[config.mk]
export PLATFORM = sky130hd
export DESIGN_NAME = gfx_pixel_write_arbiter
export DESIGN_NICKNAME = d
export VERILOG_FILES = /design/src/rtl/gfx_pixel_write_arbiter.sv
export SDC_FILE = /design/constraint.sdc
export NUM_CORES = 1
export LEC_CHECK = 0
export ABC_AREA = 1
export BUFFER_PORTS_ARGS = -buffer_cell sky130_fd_sc_hd__buf_4
export CORE_ASPECT_RATIO = 0.7
export CORE_MARGIN = 2
export CORE_UTILIZATION = 30
export DETAILED_ROUTE_END_ITERATION = 6
export PLACE_DENSITY = 0.7
export SETUP_SLACK_MARGIN = 0.3
export SYNTH_ARGS = -nofsm -noshare
export SYNTH_HDL_FRONTEND = slang
export SYNTH_SLANG_ARGS = --single-unit
export TNS_END_PERCENT = 20
[constraint.sdc]
create_clock -name m_axi_aclk -period 1.91 [get_ports m_axi_aclk]
set_input_delay 0.0955 -clock m_axi_aclk [delete_from_list [all_inputs] [get_ports m_axi_aclk]]
set_output_delay 0.0955 -clock m_axi_aclk [all_outputs]
set_load 0.02 [all_outputs]
[src/rtl/gfx_pixel_write_arbiter.sv]
// Round-robin arbiter sharing one AXI pixel-write port between NUM_REQ shape drawers.
// Optional WAIT watchdog enabled by defining GFX_ARB_TIMEOUT_EN.
module gfx_pixel_write_arbiter #(
  parameter int NUM_REQ        = 3,
  parameter int ADDR_W         = 32,
  parameter int DATA_W         = 32,
  parameter int TIMEOUT_CYCLES = 1024
) (
  input  logic                       m_axi_aclk,
  input  logic                       reset,
  input  logic [NUM_REQ-1:0]         req_valid,
  output logic [NUM_REQ-1:0]         req_ready,
  input  logic [NUM_REQ*ADDR_W-1:0]  req_addr,
  input  logic [NUM_REQ*DATA_W-1:0]  req_data,
  output logic [ADDR_W-1:0]          addr_to_write,
  output logic [DATA_W-1:0]          color_to_write,
  output logic                       m00_axi_init_axi_txn,
  input  logic                       m00_axi_txn_done,
  input  logic                       m00_axi_error,
  output logic [$clog2(NUM_REQ)-1:0] grant_id,
  output logic                       busy,
  output logic                       err_sticky,
  output logic                       timeout_sticky,
  input  logic                       err_clear,
  output logic [31:0]                pixel_count
);

  localparam int IDW = $clog2(NUM_REQ);
  localparam logic [1:0] S_IDLE  = 2'd0;
  localparam logic [1:0] S_ISSUE = 2'd1;
  localparam logic [1:0] S_WAIT  = 2'd2;

  logic [1:0]        state_q, state_d;
  logic [IDW-1:0]    rr_q, rr_d;
  logic [IDW-1:0]    grant_q, grant_d;
  logic [ADDR_W-1:0] addr_q, addr_d;
  logic [DATA_W-1:0] color_q, color_d;
  logic [31:0]       cnt_q, cnt_d;
  logic              err_q, err_d;
  logic              init_q, busy_q;
  logic              win_found_s;
  logic [IDW-1:0]    win_idx_s;
  logic              hs_s;
`ifdef GFX_ARB_TIMEOUT_EN
  localparam int WD_W = $clog2(TIMEOUT_CYCLES + 1);
  logic [WD_W-1:0]   wd_q, wd_d;
  logic              to_q, to_d;
`endif

  // Winner search: first valid requester at or after rr_q, wrapping modulo NUM_REQ.
  always_comb begin
    int idx;
    win_found_s = 1'b0;
    win_idx_s   = '0;
    for (int k = 0; k < NUM_REQ; k++) begin
      idx = int'(rr_q) + k;
      if (idx >= NUM_REQ) idx = idx - NUM_REQ;
      else                idx = idx;
      if (!win_found_s && req_valid[idx]) begin
        win_found_s = 1'b1;
        win_idx_s   = IDW'(idx);
      end else begin
        win_found_s = win_found_s;
      end
    end
  end

  // Combinational one-hot ready, suppressed outside IDLE and during reset.
  always_comb begin
    req_ready = '0;
    hs_s      = (state_q == S_IDLE) && win_found_s && !reset;
    if (hs_s) req_ready[win_idx_s] = 1'b1;
    else      req_ready = '0;
  end

  // Next-state logic for the IDLE/ISSUE/WAIT sequence and sticky flags.
  always_comb begin
    logic err_set, to_set;
    state_d = state_q;
    rr_d    = rr_q;
    grant_d = grant_q;
    addr_d  = addr_q;
    color_d = color_q;
    cnt_d   = cnt_q;
    err_set = 1'b0;
    to_set  = 1'b0;
`ifdef GFX_ARB_TIMEOUT_EN
    wd_d    = wd_q;
`endif
    case (state_q)
      S_IDLE: begin
        if (hs_s) begin
          state_d = S_ISSUE;
          grant_d = win_idx_s;
          addr_d  = req_addr[int'(win_idx_s)*ADDR_W +: ADDR_W];
          color_d = req_data[int'(win_idx_s)*DATA_W +: DATA_W];
          rr_d    = (int'(win_idx_s) == NUM_REQ - 1) ? '0 : win_idx_s + IDW'(1);
        end else begin
          state_d = S_IDLE;
        end
      end
      S_ISSUE: begin
        state_d = S_WAIT;
`ifdef GFX_ARB_TIMEOUT_EN
        wd_d    = '0;
`endif
      end
      S_WAIT: begin
        if (m00_axi_txn_done) begin
          state_d = S_IDLE;
          cnt_d   = cnt_q + 32'd1;
          err_set = m00_axi_error;
        end else begin
`ifdef GFX_ARB_TIMEOUT_EN
          // Done in the expiry cycle wins above; only a silent last cycle times out.
          if (wd_q == WD_W'(TIMEOUT_CYCLES - 1)) begin
            state_d = S_IDLE;
            to_set  = 1'b1;
          end else begin
            wd_d    = wd_q + WD_W'(1);
          end
`else
          state_d = S_WAIT;
`endif
        end
      end
      default: state_d = S_IDLE;
    endcase
    if (err_set)        err_d = 1'b1;
    else if (err_clear) err_d = 1'b0;
    else                err_d = err_q;
`ifdef GFX_ARB_TIMEOUT_EN
    if (to_set)         to_d = 1'b1;
    else if (err_clear) to_d = 1'b0;
    else                to_d = to_q;
`else
    to_set = to_set;
`endif
  end

  // State and output registers with synchronous reset.
  always_ff @(posedge m_axi_aclk) begin
    if (reset) begin
      state_q <= S_IDLE;
      rr_q    <= '0;
      grant_q <= '0;
      addr_q  <= '0;
      color_q <= '0;
      cnt_q   <= 32'd0;
      err_q   <= 1'b0;
      init_q  <= 1'b0;
      busy_q  <= 1'b0;
`ifdef GFX_ARB_TIMEOUT_EN
      wd_q    <= '0;
      to_q    <= 1'b0;
`endif
    end else begin
      state_q <= state_d;
      rr_q    <= rr_d;
      grant_q <= grant_d;
      addr_q  <= addr_d;
      color_q <= color_d;
      cnt_q   <= cnt_d;
      err_q   <= err_d;
      init_q  <= (state_d == S_ISSUE);
      busy_q  <= (state_d != S_IDLE);
`ifdef GFX_ARB_TIMEOUT_EN
      wd_q    <= wd_d;
      to_q    <= to_d;
`endif
    end
  end

  assign addr_to_write        = addr_q;
  assign color_to_write       = color_q;
  assign grant_id             = grant_q;
  assign m00_axi_init_axi_txn = init_q;
  assign busy                 = busy_q;
  assign err_sticky           = err_q;
  assign pixel_count          = cnt_q;
`ifdef GFX_ARB_TIMEOUT_EN
  assign timeout_sticky       = to_q;
`else
  assign timeout_sticky       = 1'b0;
`endif

endmodule

==> flow_metrics.tcl <==
set metrics [dict create \
    hold_violations 0 \
    port-buffer-count 303 \
    fin_crit_ns 2.15 \
    yosysUniqueCellTypes 34 \
    die_area_sq_um 20700 \
    power_density_nw_per_um2 1930 \
    run_status "finished, violations left" \
    worst_slack_ns -0.243 \
    final_util_pct 52.1 \
    crit_arrival_ns 2.06 \
    cp_max_fo 4 \
    worstPathRequired_ns 1.81 \
    seqPwrFrac_pct 17.6 \
    multiInputGateArea_sq_um 3600 \
    ant_nets 0 \
    die_y_um 121 \
    syn_to_final_growth_pct 69.1 \
    synth_most_common_cell "nand2_1" \
    totalWireLength_um 25800 \
    clockPowerShare_pct 10.3 \
    fmax_ghz 0.465 \
    violations "negative setup slack" \
    yosys.area.top_type "dfxtp_1" \
    viasPerCell 4.99 \
    num-fill-cells 1919 \
    grt_first_pass_wirelength_um 38900 \
    p_comb_share_pct 72.1 \
    path_class "reg -> out" \
    place_hpwl_um 16800 \
    clockRootBuffer "clkbuf_16" \
    finalCritPeriodShare_pct 113 \
    layout-drive-gt1-share_pct 38.7 \
    p_leak_uw 0.00479 \
    r2r_cells 15 \
    ys_top_cells_by_count "nand2_1 (289), a21oi_1 (113), dfxtp_1 (105), nor2_1 (86), nand3_1 (84)" \
    synth_warnings 0 \
    start_kind "register" \
    ys.flop_type "dfxtp_1" \
    die_w_um 171 \
    synth_top_area_share_pct 35.9 \
    clk_pin_slew_ns 0.08 \
    drtPass1Iterations 5 \
    wl_per_cell_um 16.8 \
    cts_made_buffers 9 \
    antenna_found_initial 0 \
    p_sw_uw 9030 \
    synth-edff-count 0 \
    cts_tree "yes" \
    grt_pass1_vias 7343 \
    syn_area_sq_um 5860 \
    cts_max_level 3 \
    setup_viol 71 \
    vdd_drop_max_uv 1390 \
    grt_max_degree 43 \
    pin_count 305 \
    rows 42 \
    track_usage_pct 24.3 \
    insertion_delay_ns 0.36 \
    ys_ff_latch 105 \
    synthArstFlopShare_pct 0 \
    ys_seq_area_share_pct 35.9 \
    clock-sinks 105 \
    postSynthCellCount 926 \
    min_path_cells 3 \
    synth.area.top_cells "dfxtp_1 (36%), nand2_1 (19%), a21oi_1 (9.7%)" \
    drc 0 \
    cts_buffer_depth 2 \
    swShare_pct 47.3 \
    cell_internal_pwr_uw 10100 \
    grt_overflow 0 \
    initial_core_util_pct 30.8 \
    rsz0062_at_grt "yes" \
    clock_skew_ns 0.0115 \
    n_antenna_cell 0 \
    vias 7636 \
    min_path_type "in -> reg" \
    syn_nets 1131 \
    finalWeightedCongestion 0.861 \
    cap_violations 0 \
    seq_area_sq_um 2120 \
    synth.avg_cell_area_sq_um 6.32 \
    nets 1467 \
    setup-tns-final_ns -11.38 \
    drv_slew 0 \
    initialDrtViolationCount 576 \
    end_kind "primary output" \
    core-area_sq_um 19000 \
]
## per-layer routing
metal,share of wire (%),routed length [um],vias to the layer above,GRT usage (%)
li1,-,-,3722,-
met1,44,11400,3536,32.3
met2,45,11500,334,38.6
met3,8.4,2180,44,6.16
met4,2.6,670,0,7.57
met5,0,0,-,0
## cell type report
cell class	count	area share, %
Multi-Input combinational cell	718	36.4
Timing Repair Buffer	384	34.0
Sequential cell	105	21.4
Tap cell	264	3.34
Clock buffer	10	2.31
Inverter	44	1.79
Clock inverter	6	0.733
## critical path: stages, from the launching register on
cell and delay [ns]:
dfxtp_4 0.39, inv_4 0.05, ha_4 0.27, nand2_4 0.07, nor2_4 0.05, a21oi_4 0.21
nand4_1 0.15, nand2_2 0.14, inv_4 0.06, buf_12 0.12, nor2_4 0.08, buf_6 0.12
## power by group through the flow
stage	combinational [uW]	clock, uW	sequential, uW
after floorplan	5800	0	4140
after global placement	9990	0	3350
after detailed placement	10100	0	3360
after CTS	13000	2000	3350
after global routing	14900	2090	3440
final	13800	1970	3360
## registers in the layout, indices dropped and copies added, names as in the netlist
name / flops
addr_to_write: 32
busy: 1
color_to_write: 32
err_sticky: 1
grant_id: 2
m00_axi_init_axi_txn: 1
pixel_count: 32
rr_q: 2
state_q: 2
## stage by stage
stage | power, uW | hold slack (ns) | cells | cell area [sq um] | setup slack (ns)
after floorplan | 9940 | 0.240 | 926 | 5930 | 0.0940
after global placement | 13300 | 0.313 | 1483 | 8730 | -0.0371
after detailed placement | 13400 | 0.317 | 1483 | 8730 | -0.112
after CTS | 18400 | 0.0133 | 1525 | 9650 | -0.220
after global routing | 20400 | 0.0104 | 1531 | 9900 | -0.360
final | 19100 | 0.0142 | 1531 | 9900 | -0.243
## cell usage in the layout (no fill, tap or decap), drive strengths merged, types with 7 or more instances in the layout
cell type and instances:
xor2 7, nor2 86, nand4 16, nor3 17, nand2 295, o21ai 79
dfxtp 105, clkbuf 11, buf 375, inv 47, a21oi 114, nand3 85
## path summary, 6_finish.rpt
kind | start | slack, ns | end
worst max-delay path | rr_q[0] | -0.24 | req_ready[2]
worst min-delay path | req_addr[71] | 0.01 | addr_to_write[7]
worst max register to register | rr_q[0] | -0.23 | color_to_write[9]
worst min register to register | grant_id[0] | 0.47 | grant_id[0]
## logic make-up (layout without fill, tap and decap cells)
group	Yosys count	count (layout)	share of synthesized area (%)
xor gates and xnor gates	9	9	1.35
other	1	1	0.0640
AOI/OAI and AO/OA	199	199	17.5
DFF	105	105	35.9
adders and majority gates	5	5	1.07
and+or+nand+nor	504	504	36.2
buffers and inverters	103	444	7.86
## what timing repair did
action                                 4_1_cts  5_1_grt
setup buffers                               13        4
gates resized for setup                     68       62
endpoints found under the hold margin        3        0
hold buffers                                 3        0
setup endpoints to repair                   86       95
cloned                                      10        2
pin swaps                                   24       19
No activity file was read; power rests on OpenSTA's default activity.
